--- src/rtl/gate_controller_if.sv ---
// Parking-gate signal bundle: slow divider clocks and car requests in, gate/lot status out.
interface gate_controller_if #(
  parameter int CNT_W = 4
);
  logic             clk_1Hz;
  logic             clk_2Hz;
  logic             entry_req;
  logic             exit_req;
  logic             pass_sensor;
  logic             gate_open;
  logic             warn_led;
  logic             denied;
  logic [CNT_W-1:0] occupancy;
  logic [CNT_W-1:0] free_slots;
  logic             full;

  modport master (
    output clk_1Hz, clk_2Hz, entry_req, exit_req, pass_sensor,
    input  gate_open, warn_led, denied, occupancy, free_slots, full
  );

  modport slave (
    input  clk_1Hz, clk_2Hz, entry_req, exit_req, pass_sensor,
    output gate_open, warn_led, denied, occupancy, free_slots, full
  );
endinterface

--- src/rtl/gate_controller.sv ---
// Entry/exit gate sequencer: open, wait for car or timeout, blink warning, close.
// Tracks lot occupancy and refuses entry while the lot is full.
module gate_controller #(
  parameter int CAPACITY  = 8,
  parameter int CNT_W     = 4,
  parameter int OPEN_SECS = 10,
  parameter int WARN_SECS = 3
) (
  input logic          clk,
  input logic          reset,
  gate_controller_if.slave bus
);

  typedef enum logic [1:0] {
    IDLE  = 2'd0,
    ENTRY = 2'd1,
    EXIT  = 2'd2,
    WARN  = 2'd3
  } state_t;

  localparam logic [CNT_W-1:0] CAP    = CNT_W'(CAPACITY);
  localparam logic [7:0]       OPEN_T = 8'(OPEN_SECS);
  localparam logic [7:0]       WARN_T = 8'(WARN_SECS);

  state_t           state, state_n;
  logic [7:0]       timer, timer_n;
  logic [CNT_W-1:0] occupancy;
  logic             c1_q, c2_q;
  logic             tick1, tick2;
  logic             is_full, exit_go, entry_go;
  logic             occ_inc, occ_dec;
  logic             gate_n, warn_n, deny_n;
  logic             gate_q, warn_q, deny_q, deny_lock;

  assign tick1    = bus.clk_1Hz & ~c1_q;
  assign tick2    = bus.clk_2Hz & ~c2_q;
  assign is_full  = (occupancy == CAP);
  assign exit_go  = bus.exit_req && (occupancy != '0);
  assign entry_go = bus.entry_req && !is_full;

  always_ff @(posedge clk or posedge reset) begin
    if (reset) state <= IDLE;
    else       state <= state_n;
  end

  always_comb begin
    state_n = state;
    timer_n = timer;
    occ_inc = 1'b0;
    occ_dec = 1'b0;
    unique case (state)
      IDLE: begin
        // exit is checked first so a departing car frees a slot before entry is judged
        if (exit_go) begin
          state_n = EXIT;
          timer_n = OPEN_T;
        end else if (entry_go) begin
          state_n = ENTRY;
          timer_n = OPEN_T;
        end
      end
      ENTRY, EXIT: begin
        if (bus.pass_sensor) begin
          state_n = WARN;
          timer_n = WARN_T;
          occ_inc = (state == ENTRY);
          occ_dec = (state == EXIT);
        end else if (tick1) begin
          if (timer == 8'd1) begin
            state_n = WARN;
            timer_n = WARN_T;
          end else begin
            timer_n = timer - 8'd1;
          end
        end
      end
      WARN: begin
        // a car under the beam restarts the warning so the gate never drops on it
        if (bus.pass_sensor) begin
          timer_n = WARN_T;
        end else if (tick1) begin
          if (timer == 8'd1) state_n = IDLE;
          else               timer_n = timer - 8'd1;
        end
      end
      default: state_n = IDLE;
    endcase
  end

  always_comb begin
    gate_n = (state != IDLE);
    warn_n = (state == WARN) ? (warn_q ^ tick2) : 1'b0;
    deny_n = (state == IDLE) && bus.entry_req && is_full && !exit_go && !deny_lock;
  end

  always_ff @(posedge clk or posedge reset) begin
    if (reset) begin
      timer     <= '0;
      occupancy <= '0;
      c1_q      <= 1'b0;
      c2_q      <= 1'b0;
      gate_q    <= 1'b0;
      warn_q    <= 1'b0;
      deny_q    <= 1'b0;
      deny_lock <= 1'b0;
    end else begin
      timer  <= timer_n;
      c1_q   <= bus.clk_1Hz;
      c2_q   <= bus.clk_2Hz;
      gate_q <= gate_n;
      warn_q <= warn_n;
      deny_q <= deny_n;
      // one refusal per request; cleared once the driver lets go of entry_req
      deny_lock <= bus.entry_req & (deny_lock | deny_n);
      if (occ_inc && occupancy != CAP)
        occupancy <= occupancy + 1'b1;
      else if (occ_dec && occupancy != '0)
        occupancy <= occupancy - 1'b1;
    end
  end

  assign bus.gate_open  = gate_q;
  assign bus.warn_led   = warn_q;
  assign bus.denied     = deny_q;
  assign bus.occupancy  = occupancy;
  assign bus.free_slots = CAP - occupancy;
  assign bus.full       = is_full;

endmodule

--- src/flat_wrapper.sv ---
// flat-port wrapper written by rule: the top's interface ports become plain ports
module gate_controller_flat 
#(
  parameter int CAPACITY  = 8,
  parameter int CNT_W     = 4,
  parameter int OPEN_SECS = 10,
  parameter int WARN_SECS = 3
)
  (clk, reset, bus_clk_1Hz, bus_clk_2Hz, bus_entry_req, bus_exit_req, bus_pass_sensor, bus_gate_open, bus_warn_led, bus_denied, bus_occupancy, bus_free_slots, bus_full);
  gate_controller_if #(.CNT_W(CNT_W)) bus_i ();
  input logic clk;
  input logic reset;
  input wire logic [$bits(bus_i.clk_1Hz)-1:0] bus_clk_1Hz;
  input wire logic [$bits(bus_i.clk_2Hz)-1:0] bus_clk_2Hz;
  input wire logic [$bits(bus_i.entry_req)-1:0] bus_entry_req;
  input wire logic [$bits(bus_i.exit_req)-1:0] bus_exit_req;
  input wire logic [$bits(bus_i.pass_sensor)-1:0] bus_pass_sensor;
  output wire logic [$bits(bus_i.gate_open)-1:0] bus_gate_open;
  output wire logic [$bits(bus_i.warn_led)-1:0] bus_warn_led;
  output wire logic [$bits(bus_i.denied)-1:0] bus_denied;
  output wire logic [$bits(bus_i.occupancy)-1:0] bus_occupancy;
  output wire logic [$bits(bus_i.free_slots)-1:0] bus_free_slots;
  output wire logic [$bits(bus_i.full)-1:0] bus_full;
  assign bus_i.clk_1Hz = bus_clk_1Hz;
  assign bus_i.clk_2Hz = bus_clk_2Hz;
  assign bus_i.entry_req = bus_entry_req;
  assign bus_i.exit_req = bus_exit_req;
  assign bus_i.pass_sensor = bus_pass_sensor;
  assign bus_gate_open = bus_i.gate_open;
  assign bus_warn_led = bus_i.warn_led;
  assign bus_denied = bus_i.denied;
  assign bus_occupancy = bus_i.occupancy;
  assign bus_free_slots = bus_i.free_slots;
  assign bus_full = bus_i.full;
  gate_controller #(.CAPACITY(CAPACITY), .CNT_W(CNT_W), .OPEN_SECS(OPEN_SECS), .WARN_SECS(WARN_SECS)) u_core (.clk(clk), .reset(reset), .bus(bus_i));
endmodule
--- config.mk ---
export PLATFORM = sky130hd
export DESIGN_NAME = gate_controller_flat
export DESIGN_NICKNAME = d
export VERILOG_FILES = /design/src/rtl/gate_controller_if.sv /design/src/rtl/gate_controller.sv /design/src/flat_wrapper.sv
export SDC_FILE = /design/constraint.sdc
export NUM_CORES = 1
export LEC_CHECK = 0
export CAP_MARGIN = 40
export CORE_ASPECT_RATIO = 0.5
export CORE_MARGIN = 5
export CORE_UTILIZATION = 40
export DETAILED_ROUTE_END_ITERATION = 7
export HOLD_SLACK_MARGIN = 0.03
export MAX_ROUTING_LAYER = met4
export SLEW_MARGIN = 40
export SYNTH_ARGS = -nofsm -noshare
export SYNTH_HDL_FRONTEND = slang
export SYNTH_SLANG_ARGS = --single-unit
--- constraint.sdc ---
create_clock -name clk -period 7.4 [get_ports clk]
set_input_delay 1.85 -clock clk [delete_from_list [all_inputs] [get_ports clk]]
set_output_delay 1.85 -clock clk [all_outputs]
set_load 0.01 [all_outputs]
# --- Yosys cells after proc, flatten, opt, wreduce, memory -nomap -nowiden ---
# Index checks and enable logic that the tools add are counted.
# W data, S select, Z words.
totals:
  input_bits: 7
  out_inout_bits: 12
  regBits: 20
  wordCells: 77
classes:
  muxes: 25
  add_sub_neg: 4
  n_eq_ne: 14
  bitwise_logic: 7
  reduce_logical: 18
op_table:
  columns: ["operator", "count"]
  rows:
  - ["$mux W8", 8]
  - ["$pmux W8 S3", 1]
  - ["$mux W2", 8]
  - ["$ne A3 B2 Y1 const B", 3]
  - ["$eq A8 B1 Y1 const B", 1]
  - ["$logic_and A1 B1 Y1", 8]
  - ["$mux W4", 2]
  - ["$sub A8 B1 Y8 const B", 1]
  - ["$pmux W2 S3", 1]
  - ["$reduce_and A6 Y1", 1]
  - ["$mux W1", 5]
  - ["$add A4 B1 Y4 const B", 1]
  - ["$eq A2 B2 Y1 const B", 2]
  - ["$eq A4 B4 Y1 const B", 1]
  - ["$ne A2 B1 Y1 const B", 2]
  - ["$ne A4 B4 Y1 const B", 1]
  - ["$reduce_and A4 Y1", 1]
  - ["$reduce_bool A2 Y1", 2]
  - ["$reduce_bool A4 Y1", 1]
  - ["$sub A4 B1 Y4 const B", 1]
  - ["$sub A4 B4 Y4 const A", 1]
  - ["$and A1 B1 Y1", 3]
  - ["$logic_not A1 Y1", 3]
  - ["$ne A3 B1 Y1 const B", 1]
  - ["8 further kinds", 9]

# --- Longest topological paths before layout ---
logic_depth:
  ltp_word: 7
  depth_mapped: 10
  ltp_nobuf: 10

# --- Worst setup path after synthesis ---
# OpenSTA, ideal clock, no wires.
synth_timing:
  path_type: "input-to-reg"
  startpoint: "input bus_pass_sensor"
  endpoint: "register u_core.occupancy[3], in the netlist u_core.bus.occupancy[3]"
  path_buffers: 0
  required_ps: 7296
  setup_time_ps: 104
  t_arrival_ps: 3221
  slack_ps: 4075
  cell_stages: 6
  path_cell_list: "nand3_1 > ha_1 > a21o_1 > a211o_1 > a211o_1 > a221oi_1"
synth_between:
  elab_chain_len: 4
  elab_cells_between_ends: 8
  classes_between: "mux (5); reduce/logical (3)"
synth_lines:
  columns: ["element", "line", "source"]
  rows:
  - ["start, declared", "flat_wrapper.sv:17", "input wire logic [$bits(bus_i.pass_sensor)-1:0] bus_pass_sensor;"]
  - ["$mux W1", "gate_controller.sv:63", "if (bus.pass_sensor) begin"]
  - ["$mux W1", "gate_controller.sv:51", "unique case (state)"]
  - ["$logic_and A1 B1 Y1, on equally long branches", "gate_controller.sv:115, gate_controller.sv:117", null]
  - ["$mux W4 or $reduce_bool A2 Y1 (tied branches)", null, null]
  - ["end signal, assigned", "gate_controller.sv:116", "occupancy <= occupancy + 1'b1;"]
  - ["end signal, assigned", "gate_controller.sv:118", "occupancy <= occupancy - 1'b1;"]
  - ["end, declared", "gate_controller.sv:27", "logic [CNT_W-1:0] occupancy;"]
# Parallel ways exist; a longest one is shown, timed or not.
# A chain may end at the register's enable or synchronous reset.

# --- Final worst setup path ---
layout_timing:
  startpoint: "register u_core.occupancy[0], in the netlist u_core.bus.occupancy[0]"
  endpoint: "output bus_full"
layout_between:
  elab_chain_len: 1
layout_lines:
  columns: ["element", "line", "source"]
  rows:
  - ["$eq A4 B4 Y1", "gate_controller.sv:37", "assign is_full = (occupancy == CAP);"]
  - ["end, declared", "flat_wrapper.sv:23", "output wire logic [$bits(bus_i.full)-1:0] bus_full;"]
# No other way between the ends.

==> run_results.csv <==
group,metric,value,unit
drt,route.detailed.drc,0,
pwr,p_clk_share,10.9,%
floorplan,die-area,4820,sq um
final_layout,final_common_cell,"dfrtp_1",
drt,vias_per_cell,5.43,
placed_design,gp_congestion,0.795,
final_layout,final_nets,176,
sta,rsz0062_at_grt,"no",
final_layout,final_cell_mix,"dfrtp_1, clkdlybuf4s50_1, inv_1, ha_1, nor2_1",
clock_tree,numCtsBuffers,3,
worst_setup_path,rrSetupSlack,4.58,ns
logic_synthesis,synth_xor_area_share,3.16,%
floorplan,io_pins,19,
pwr,internal-power,439,uW
pwr,p_leak,0.714,nW
sta,worstMarginPinSlew,0.687,ns
clock_tree,cts_root_buf,"clkbuf_8",
pwr,p_switching,346,uW
sta,setup-tns-final,0,ns
floorplan,coreArea,3380,sq um
sta,maxSlewHeadroom,53.5,%
clock_tree,cts_resized,0,
final_layout,final_core_util,48.7,%
worst_setup_path,slowest_delay,0.53,ns
clock_tree,ctsLongestPathBuffers,2,
sta,setup_violations,0,
clock_tree,cts_tree,"yes",
global_routing,antenna_found_initial,0,
worst_setup_path,worstPathMaxFanout,6,
drt,drtIter0Drc,27,
worst_setup_path,critPathKind,"flip-flop to output pin",
drt,first_pass_iters,4,
clock_tree,h-tree-depth,1,
final_layout,num_antenna_cells,0,
worst_setup_path,cp_cell_sequence,"inv_1 -> ha_1 -> nor2b_1 -> nand2_1 -> inv_1 -> clkdlybuf4s50_1",
logic_synthesis,synthTopCellsByArea,"dfrtp_1, ha_1, inv_1, a2111oi_0, xnor2_1",
drt,drtAntennaViolNets,0,
floorplan,die_w,93.3,um
logic_synthesis,synth_top_family_by_area,"compound AO/OA/AOI/OAI gates",
sta,fin_skew,0.00318,ns
logic_synthesis,yosys.area_share.simple,18.1,%
clock_tree,cts.clk_slew.worst_paths,0.08,ns
placed_design,hpwl,2.21,mm
final_layout,syn_to_final_growth,18.6,%
sta,period_minus_slack,3.94,ns
logic_synthesis,synth-compound-area-share,19.7,%
placed_design,port_buffers,18,
logic_synthesis,ys_seq_elements,20,
clock_tree,clock_latency,0.26,ns
sta,drv_slew,0,
clock_tree,cts_hold_buffers,0,
pwr,power.share.sequential,26.2,%
global_routing,grt_pass1_wl,5.13,mm
drt,finalWirelength,2.88,mm
worst_setup_path,cp_slowest_cell,"clkdlybuf4s50_1",
floorplan,num_rows,15,
worst_setup_path,cp.required,5.55,ns
clock_tree,postCtsSetupBuffers,0,
clock_tree,cts_num_sinks,20,
global_routing,grt_pass1_vias,1077,
logic_synthesis,ys_seq_area_share,36.1,%
logic_synthesis,synth.cell_area,1390,sq um
logic_synthesis,synthFlopType,"dfrtp_1",
sta,timing.fmax,254,MHz
global_routing,grt_usage,13.8,%
worst_setup_path,crit_arrival,2.09,ns
pwr,finalPower,784,uW
floorplan,die_y,51.6,um
pwr,powerDensity,477,nW/um^2
logic_synthesis,yosysUniqueCellTypes,45,
drt,via_count,1080,
hold_path,hp-class,"flip-flop to flip-flop",
global_routing,grt_max_degree,21,
pwr,irDropWorstVdd,208,uV
sta,hold_violations,0,
worst_setup_path,crit_path_frequent_cell,"inv_1",
status,status,"complete, no violations",
pwr,sw_frac_of_total,44.1,%
logic_synthesis,synthMuxAreaShare,5.41,%
logic_synthesis,syn_nets,156,
final_layout,fin_cells,199,
logic_synthesis,ys_warn_count,0,
logic_synthesis,avgSynthCellArea,10.1,sq um
logic_synthesis,synthCells,138,
logic_synthesis,synthAdderAreaFrac,10.5,%
logic_synthesis,synth-edff-count,0,
floorplan,start_util,41.1,%
placed_design,dp.cells,195,
final_layout,final_layout_size_suffix_gt1_share,9.55,%
logic_synthesis,synth_top_area_share,36.1,%
run,maxCapViolCount,0,
pwr,p_comb_share,62.9,%
drt,wire_per_inst,14.5,um
global_routing,grt_overflow,0,
logic_synthesis,synth_top_area_cell,"dfrtp_1",
logic_synthesis,synthArstFlopShare,100,%
worst_setup_path,critical_path.startpoint_type,"flip-flop",
sta,finalCritPeriodShare,53.3,%
worst_setup_path,end_kind,"output pin",
[final timing paths]
path,startpoint,to,cells after the start
min,u_core.deny_lock,u_core.deny_lock,1
min reg2reg,u_core.deny_lock,u_core.deny_lock,1
max in group asynchronous,reset,u_core.timer[2],2
max reg2reg,u_core.state[1],u_core.bus.occupancy[3],9
max,u_core.bus.occupancy[0],bus_full,6
min in group asynchronous,reset,u_core.bus.gate_open,2
[registers in the layout (all words and copies together), names as in the netlist]
register,flops
u_core.timer,8
u_core.bus.gate_open,1
u_core.bus.warn_led,1
u_core.bus.occupancy,4
u_core.c2_q,1
u_core.state,2
u_core.c1_q,1
u_core.deny_lock,1
u_core.bus.denied,1
[cells in the mapped netlist (2+ instances only)]
master	number
nand3_1	5
nor3b_1	2
dfrtp_1	20
xnor2_1	4
mux2_2	3
nand2_1	5
nor2_1	7
nor2b_1	2
a221o_1	2
o22ai_1	4
o21ai_0	2
buf_6	2
mux2i_1	3
a211o_1	2
and2_1	2
a2111oi_0	4
or3_1	2
ha_1	10
inv_1	17
a21oi_1	6
a211oi_1	2
nand2b_1	2
nor3_1	6
o2bb2ai_1	2
and3_1	2
[worst max-delay path: cells and delay by family (launching register included)]
| kind | cells | cell delay, ns |
|---|---|---|
| fa+ha+maj | 1 | 0.20 |
| buf+inv | 3 | 0.73 |
| flops | 1 | 0.46 |
| simple gates | 2 | 0.45 |
[per-layer routing]
layer / vias up / track usage (%) / wire length, um
met4: 0 / 2.19 / 18
met1: 523 / 17.6 / 1430
met3: 2 / 3.47 / 71
met5: - / - / 0
li1: 543 / - / -
met2: 12 / 22.8 / 1360
[final cells by class]
class | count | area (sq um)
sequential | 20 | 500
inverter | 18 | 67.6
multi-input combinational | 97 | 790
fill | 319 | 1730
tap | 42 | 52.6
timing repair buffer | 18 | 180
clock buffer | 4 | 55.1
[power groups by stage]
stage | sequential, mW | clock (mW) | combinational (mW)
2_1_floorplan | 0.203 | 0 | 0.367
3_3_place_gp | 0.207 | 0 | 0.488
3_5_place_dp | 0.208 | 0 | 0.493
4_1_cts | 0.206 | 0.0892 | 0.496
5_1_grt | 0.215 | 0.0914 | 0.547
6_report | 0.205 | 0.0857 | 0.493
[stage by stage]
| stage | hold slack [ns] | setup WS [ns] | instance area, sq um |
|---|---|---|---|
| 2_1_floorplan | 0.457 | 4.08 | 1390 |
| 3_5_place_dp | 0.477 | 3.19 | 1590 |
| 6_report | 0.489 | 3.46 | 1650 |
| 4_1_cts | 0.495 | 3.43 | 1650 |
| 3_3_place_gp | 0.467 | 3.22 | 1590 |
| 5_1_grt | 0.532 | 3.30 | 1650 |
[kinds of logic (layout without fill, tap and decap cells)]
kind of cell | Yosys count | count (layout)
fa+ha+maj | 11 | 11
compound gates | 33 | 33
simple gates | 41 | 41
xor+xnor | 5 | 5
flops | 20 | 20
buf+inv | 21 | 40
mux | 7 | 7
Note: power is estimated with default switching activity, not from simulation.
